File: config.mk
export PLATFORM = sky130hd
export DESIGN_NAME = muxn_reg_flat
export DESIGN_NICKNAME = d
export VERILOG_FILES = /design/src/rtl/muxn_reg_if.sv /design/src/rtl/muxn_reg.sv /design/src/flat_wrapper.sv
export SDC_FILE = /design/constraint.sdc
export NUM_CORES = 1
export LEC_CHECK = 0
export CORE_MARGIN = 10
export CORE_UTILIZATION = 31
export DETAILED_ROUTE_END_ITERATION = 16
export PLACE_DENSITY = 0.83
export SYNTH_ARGS = -nofsm -noshare
export SYNTH_HDL_FRONTEND = slang
export SYNTH_SLANG_ARGS = --single-unit
File: constraint.sdc
create_clock -name clk -period 1.9 [get_ports clk]
set_input_delay 0.38 -clock clk [delete_from_list [all_inputs] [get_ports clk]]
set_output_delay 0.38 -clock clk [all_outputs]
set_load 0.02 [all_outputs]
File: src/rtl/muxn_reg_if.sv
// muxn_reg_if: bus between the channel producers/consumer and muxn_reg.
// The producer-side signals are in_*, sel and rr_mode. The consumer-side
// signals are out_*. The slave modport is the mux's view of the bus.
interface muxn_reg_if #(
  parameter int WIDTH    = 32,
  parameter int CHANNELS = 8,
  parameter int SEL_W    = 3
);
  logic [CHANNELS*WIDTH-1:0] in_data;
  logic [CHANNELS-1:0]       in_valid;
  logic [CHANNELS-1:0]       in_ready;
  logic [SEL_W-1:0]          sel;
  logic                      rr_mode;
  logic [WIDTH-1:0]          out_data;
  logic [SEL_W-1:0]          out_chan;
  logic                      out_valid;
  logic                      out_ready;

  modport slave (
    input  in_data, in_valid, sel, rr_mode, out_ready,
    output in_ready, out_data, out_chan, out_valid
  );

  modport master (
    output in_data, in_valid, sel, rr_mode, out_ready,
    input  in_ready, out_data, out_chan, out_valid
  );
endinterface

File: src/rtl/muxn_reg.sv
// muxn_reg: registered N-channel mux with valid/ready on every channel and
// a one-entry output register.
// Optional feature macro MUXN_RR_EN: when it is defined, the rotating-priority
// round-robin select is compiled in and rr_mode chooses it. Otherwise rr_mode
// is ignored and selection is always explicit (sel).
module muxn_reg #(
  parameter int WIDTH    = 32,
  parameter int CHANNELS = 8,
  parameter int SEL_W    = 3
) (
  input  logic        clk,
  input  logic        rst_n,
  muxn_reg_if.slave   bus
);

  if (CHANNELS < 2 || CHANNELS > 16 || (1 << SEL_W) < CHANNELS) begin : g_param_check
    $error("muxn_reg: CHANNELS must be 2..16 and fit in SEL_W bits");
  end

  logic [WIDTH-1:0] data_q;
  logic [SEL_W-1:0] chan_q;
  logic             valid_q;

  logic             load_ok;
  logic             hit;
  logic [SEL_W-1:0] chan_c;
  logic [WIDTH-1:0] chosen_data;
  logic             chosen_valid;
  logic             xfer;

  // The slot can take a word when it is empty or is being drained this cycle.
  assign load_ok = !valid_q || bus.out_ready;

`ifdef MUXN_RR_EN
  logic [SEL_W-1:0] ptr;
  logic             rr_hit;
  logic [SEL_W-1:0] rr_chan;

  // Rotating priority: pick the valid channel at the smallest forward
  // distance from ptr. This is the same as scanning ptr, ptr+1, ... with
  // wrap, but it is written as a min-distance search so that no wrapped
  // index is needed.
  always_comb begin
    int unsigned p;
    int unsigned d;
    int unsigned best_d;
    rr_hit  = 1'b0;
    rr_chan = '0;
    p       = 32'(ptr);
    d       = 0;
    best_d  = CHANNELS;
    for (int unsigned i = 0; i < CHANNELS; i++) begin
      d = (i >= p) ? (i - p) : (i + CHANNELS - p);
      if (bus.in_valid[i] && d < best_d) begin
        best_d  = d;
        rr_hit  = 1'b1;
        rr_chan = SEL_W'(i);
      end
    end
  end

  // Channel choice: the explicit select, or the round-robin winner.
  always_comb begin
    hit    = 32'(bus.sel) < CHANNELS;
    chan_c = bus.sel;
    if (bus.rr_mode) begin
      hit    = rr_hit;
      chan_c = rr_chan;
    end
  end

  // Round-robin pointer: moves past the winner only on round-robin transfers.
  always_ff @(posedge clk or negedge rst_n) begin
    if (!rst_n) begin
      ptr <= '0;
    end else if (xfer && bus.rr_mode) begin
      ptr <= (chan_c == SEL_W'(CHANNELS - 1)) ? '0 : chan_c + SEL_W'(1);
    end
  end
`else
  // Channel choice: always the explicit select. An out-of-range sel picks nothing.
  always_comb begin
    hit    = 32'(bus.sel) < CHANNELS;
    chan_c = bus.sel;
  end
`endif

  // Data/valid mux and the one-hot ready. Ready is forced low during reset.
  always_comb begin
    chosen_data  = '0;
    chosen_valid = 1'b0;
    bus.in_ready = '0;
    for (int unsigned i = 0; i < CHANNELS; i++) begin
      if (hit && chan_c == SEL_W'(i)) begin
        chosen_data     = bus.in_data[i*WIDTH +: WIDTH];
        chosen_valid    = bus.in_valid[i];
        bus.in_ready[i] = load_ok && rst_n;
      end
    end
  end

  assign xfer = chosen_valid && load_ok;

  // Output register: a load overrides a drain, so there is no bubble.
  always_ff @(posedge clk or negedge rst_n) begin
    if (!rst_n) begin
      valid_q <= 1'b0;
      data_q  <= '0;
      chan_q  <= '0;
    end else if (xfer) begin
      valid_q <= 1'b1;
      data_q  <= chosen_data;
      chan_q  <= chan_c;
    end else if (bus.out_ready) begin
      valid_q <= 1'b0;
    end
  end

  assign bus.out_data  = data_q;
  assign bus.out_chan  = chan_q;
  assign bus.out_valid = valid_q;

endmodule

File: src/flat_wrapper.sv
// flat-port wrapper written by rule: the top's interface ports become plain ports
module muxn_reg_flat 
#(
  parameter int WIDTH    = 32,
  parameter int CHANNELS = 8,
  parameter int SEL_W    = 3
)
  (clk, rst_n, bus_in_data, bus_in_valid, bus_sel, bus_rr_mode, bus_out_ready, bus_in_ready, bus_out_data, bus_out_chan, bus_out_valid);
  muxn_reg_if #(.WIDTH(WIDTH), .CHANNELS(CHANNELS), .SEL_W(SEL_W)) bus_i ();
  input  logic clk;
  input  logic rst_n;
  input wire logic [$bits(bus_i.in_data)-1:0] bus_in_data;
  input wire logic [$bits(bus_i.in_valid)-1:0] bus_in_valid;
  input wire logic [$bits(bus_i.sel)-1:0] bus_sel;
  input wire logic [$bits(bus_i.rr_mode)-1:0] bus_rr_mode;
  input wire logic [$bits(bus_i.out_ready)-1:0] bus_out_ready;
  output wire logic [$bits(bus_i.in_ready)-1:0] bus_in_ready;
  output wire logic [$bits(bus_i.out_data)-1:0] bus_out_data;
  output wire logic [$bits(bus_i.out_chan)-1:0] bus_out_chan;
  output wire logic [$bits(bus_i.out_valid)-1:0] bus_out_valid;
  assign bus_i.in_data = bus_in_data;
  assign bus_i.in_valid = bus_in_valid;
  assign bus_i.sel = bus_sel;
  assign bus_i.rr_mode = bus_rr_mode;
  assign bus_i.out_ready = bus_out_ready;
  assign bus_in_ready = bus_i.in_ready;
  assign bus_out_data = bus_i.out_data;
  assign bus_out_chan = bus_i.out_chan;
  assign bus_out_valid = bus_i.out_valid;
  muxn_reg #(.WIDTH(WIDTH), .CHANNELS(CHANNELS), .SEL_W(SEL_W)) u_core (.clk(clk), .rst_n(rst_n), .bus(bus_i));
endmodule
==> metrics, run 1 <==
Post-Syn Nets 659; Synth Register Bits 36; post-synthesis sequential area ratio around 28%; gp weighted congestion about 0.91; Worst slew margin between 60% and 70%; Hold WS 112.4 ps; CTS Buf Count 5; CTS tree yes; Die Y 122.7 µm; top post-synthesis cells by area dfrtp_1 28%, mux4_2 9.6%, nand2_1 9.0%, o21ai_0 8.1%, mux2i_1 7.7%; first-pass GRT wire length around 29 mm; reg2reg start u_core.bus.out_valid; part of the cycle the worst path needs a little over nine tenths; WP data arrival between 1000 and 1500 ps; Longest Clk Path Bufs 2; dpl ws -590.9 ps; layout cell share with drive strength beyond 1 14.67%; synth warn 0; DP HPWL about 17 mm; root buf cell clkbuf_8; Hold Violations, Final 0; worst path bufs/invs 2; clk_skew 10.50 ps; Crit Path Category register to primary output; routed vias/inst around 5.5; drt first pass iters 5; port bufs 313; CP max-delay cell dfrtp_1; Die W ~120 µm; Yosys top cell by area dfrtp_1; Post-synth EDFFs 0; outcome completed; Startpoint Class register; Layout area overhead 112.6%; row count 37; fin crit period 1874 ps; Worst EP required 1520 ps; reg2reg path depth 7; commonest non-fill, non-tap cell in the layout clkdlybuf4s50_1; Vias ~4700; CP Cell Sequence nand2b_4 > nand2_2 > buf_8 > nor4b_4 > buf_4; Cell variety after synth 32; initial antenna violation count 0; pwr dens between 500 and 600 nW/µm²; # DRC 0; flop2flop setup slack 110 ps; vias in the first global route around 5000; clk sinks 36; GR Overflow Total 0; Worst Tran Pin Value between 500 and 600 ps; core area between 10000 and 15000 µm²; clock-pin slew on the worst setup and hold paths ~70 ps; H-Tree Level Count 2; WL/cell roughly 24 µm; R2R Path End u_core.bus.out_chan[1]; final setup vio count 0; most frequent cells in the layout 298 x clkdlybuf4s50_1, 77 x nand2_1, 52 x o21ai_0; Initial Utilization 31.81%; Hold WC Path Type input port to async pin; Max FO, Critical Path 6; TNS Setup 0 ps; PnR worst setup slack 26.04 ps; largest net degree at the start of global routing 35; Final Max Slew Viols 0; nets@finish roughly 1000; full die area between 15000 and 20000 µm²; maximum clock frequency 0.5336 GHz; top_reg_cell synth dfrtp_1; asr flop ratio synth 100.0%; DR iter-0 viols slightly below 500; post-synth top area share between 20% and 30%; post-detailed-route count of antenna-violating nets 0; P_leak 2.745 nW; diodes inserted 0; VDD IR max about 310 µV; Final Util 67.64%; Cells after Synth 388; final WL approximately 20 mm; GRT Overall Usage 24.59%; io pins about 320; CP top delay family flip-flops; crit end category primary output; maximum capacitance violations 0; worst-skew pair later-pin latency 290 ps; CP max stage delay 430 ps; Synth Cell Area between 3000 and 4000 µm²; Syn Area/Cell 8.426 µm²; hold-fix buffer count after cts 0
## how the worst max path moves through the flow
stage	start	end	slack [ps]	cells after the start
CTS	bus_out_ready	bus_in_ready[2]	-60	6
floorplan	bus_sel[1]	bus_in_ready[2]	-40	4
finish	u_core.bus.out_valid	bus_in_ready[2]	30	5
global placement	bus_out_ready	bus_in_ready[2]	-530	6
global route	bus_sel[0]	u_core.bus.out_data[6]	-0.8	7
detailed placement	bus_out_ready	bus_in_ready[2]	-590	6
## registers in the layout (all words and copies together) (netlist names)
signal,cells
u_core.bus.out_chan,3
u_core.bus.out_data,32
u_core.bus.out_valid,1
## metal layers
| layer | share of wire (%) | track usage (%) | wire [µm] | up-vias |
|---|---|---|---|---|
| met5 | 0 | 0 | 0 | - |
| met4 | 2.8 | 8.616 | 563 | 0 |
| met3 | 7.0 | 6.152 | 1390 | 37 |
| met2 | 54 | 45.35 | 10750 | 218 |
| met1 | 36 | 26.58 | 7177 | 2253 |
| li1 | - | - | - | 2160 |
## per-stage QoR
stage	instances	total power, mW	instance area [µm²]
after floorplan	388	1.901	3298
after CTS	843	3.777	6878
after detailed placement	834	3.196	6777
final	845	3.797	6952
after global routing	845	4.008	6952
after global placement	834	3.139	6777
## worst reg2reg max path, cell delays in order (launching register included)
cell	delay (ps)
dfrtp_1	430
nand2b_4	70
buf_4	130
buf_4	140
nor3b_2	160
a41oi_4	290
buf_12	160
mux2_4	300
## power by group
| part | switching [mW] | internal [mW] | leakage (nW) |
|---|---|---|---|
| registers | 0.117 | 0.964 | 0.445 |
| logic | 0.941 | 1.22 | 2.25 |
| clock network | 0.299 | 0.256 | 0.0479 |
## repair_timing
item | 4_1_cts | 5_1_grt
endpoints found under the setup margin | 23 | 35
resized for setup | 50 | 10
buffers inserted | 1 | 1
hold endpoints to repair | 0 | 0
pin swaps | 2 | 3
cloned | 0 | 1
## kinds of logic after synthesis
logic type	share of synthesized area, %
DFF	27.55
buffers and inverters	6.047
AOI/OAI and AO/OA	32.53
muxes	21.43
and+or+nand+nor	12.44
## layout make-up
cell class	instances	area, µm²
timing repair buffer	357	3532
fill	851	3326
multi-input combinational	306	2253
sequential	36	900.9
tap	136	170.2
clock buffer	5	68.82
clock inverter	3	18.77
inverter	2	7.507
## cells in the mapped netlist (11+ instances only)
master	count
nand2_1	78
mux4_2	14
o211ai_1	20
clkbuf_1	27
dfrtp_1	36
mux2i_1	25
a222oi_1	19
o21ai_0	53
a22oi_1	19
mux2_2	11
o22ai_1	19
buf_2	11
a221oi_1	12
Power figures use the tool's default switching activity.
==> run 2: changes to the inputs <==
--- a/config.mk
+++ b/config.mk
@@ -7,6 +7,7 @@
 export LEC_CHECK = 0
 export CORE_MARGIN = 10
 export CORE_UTILIZATION = 31
+export CTS_CLUSTER_DIAMETER = 100
 export DETAILED_ROUTE_END_ITERATION = 16
 export PLACE_DENSITY = 0.83
 export SYNTH_ARGS = -nofsm -noshare
==> results of run 2 <==
Final layout, timing and power as in run 1 (identical DEF).
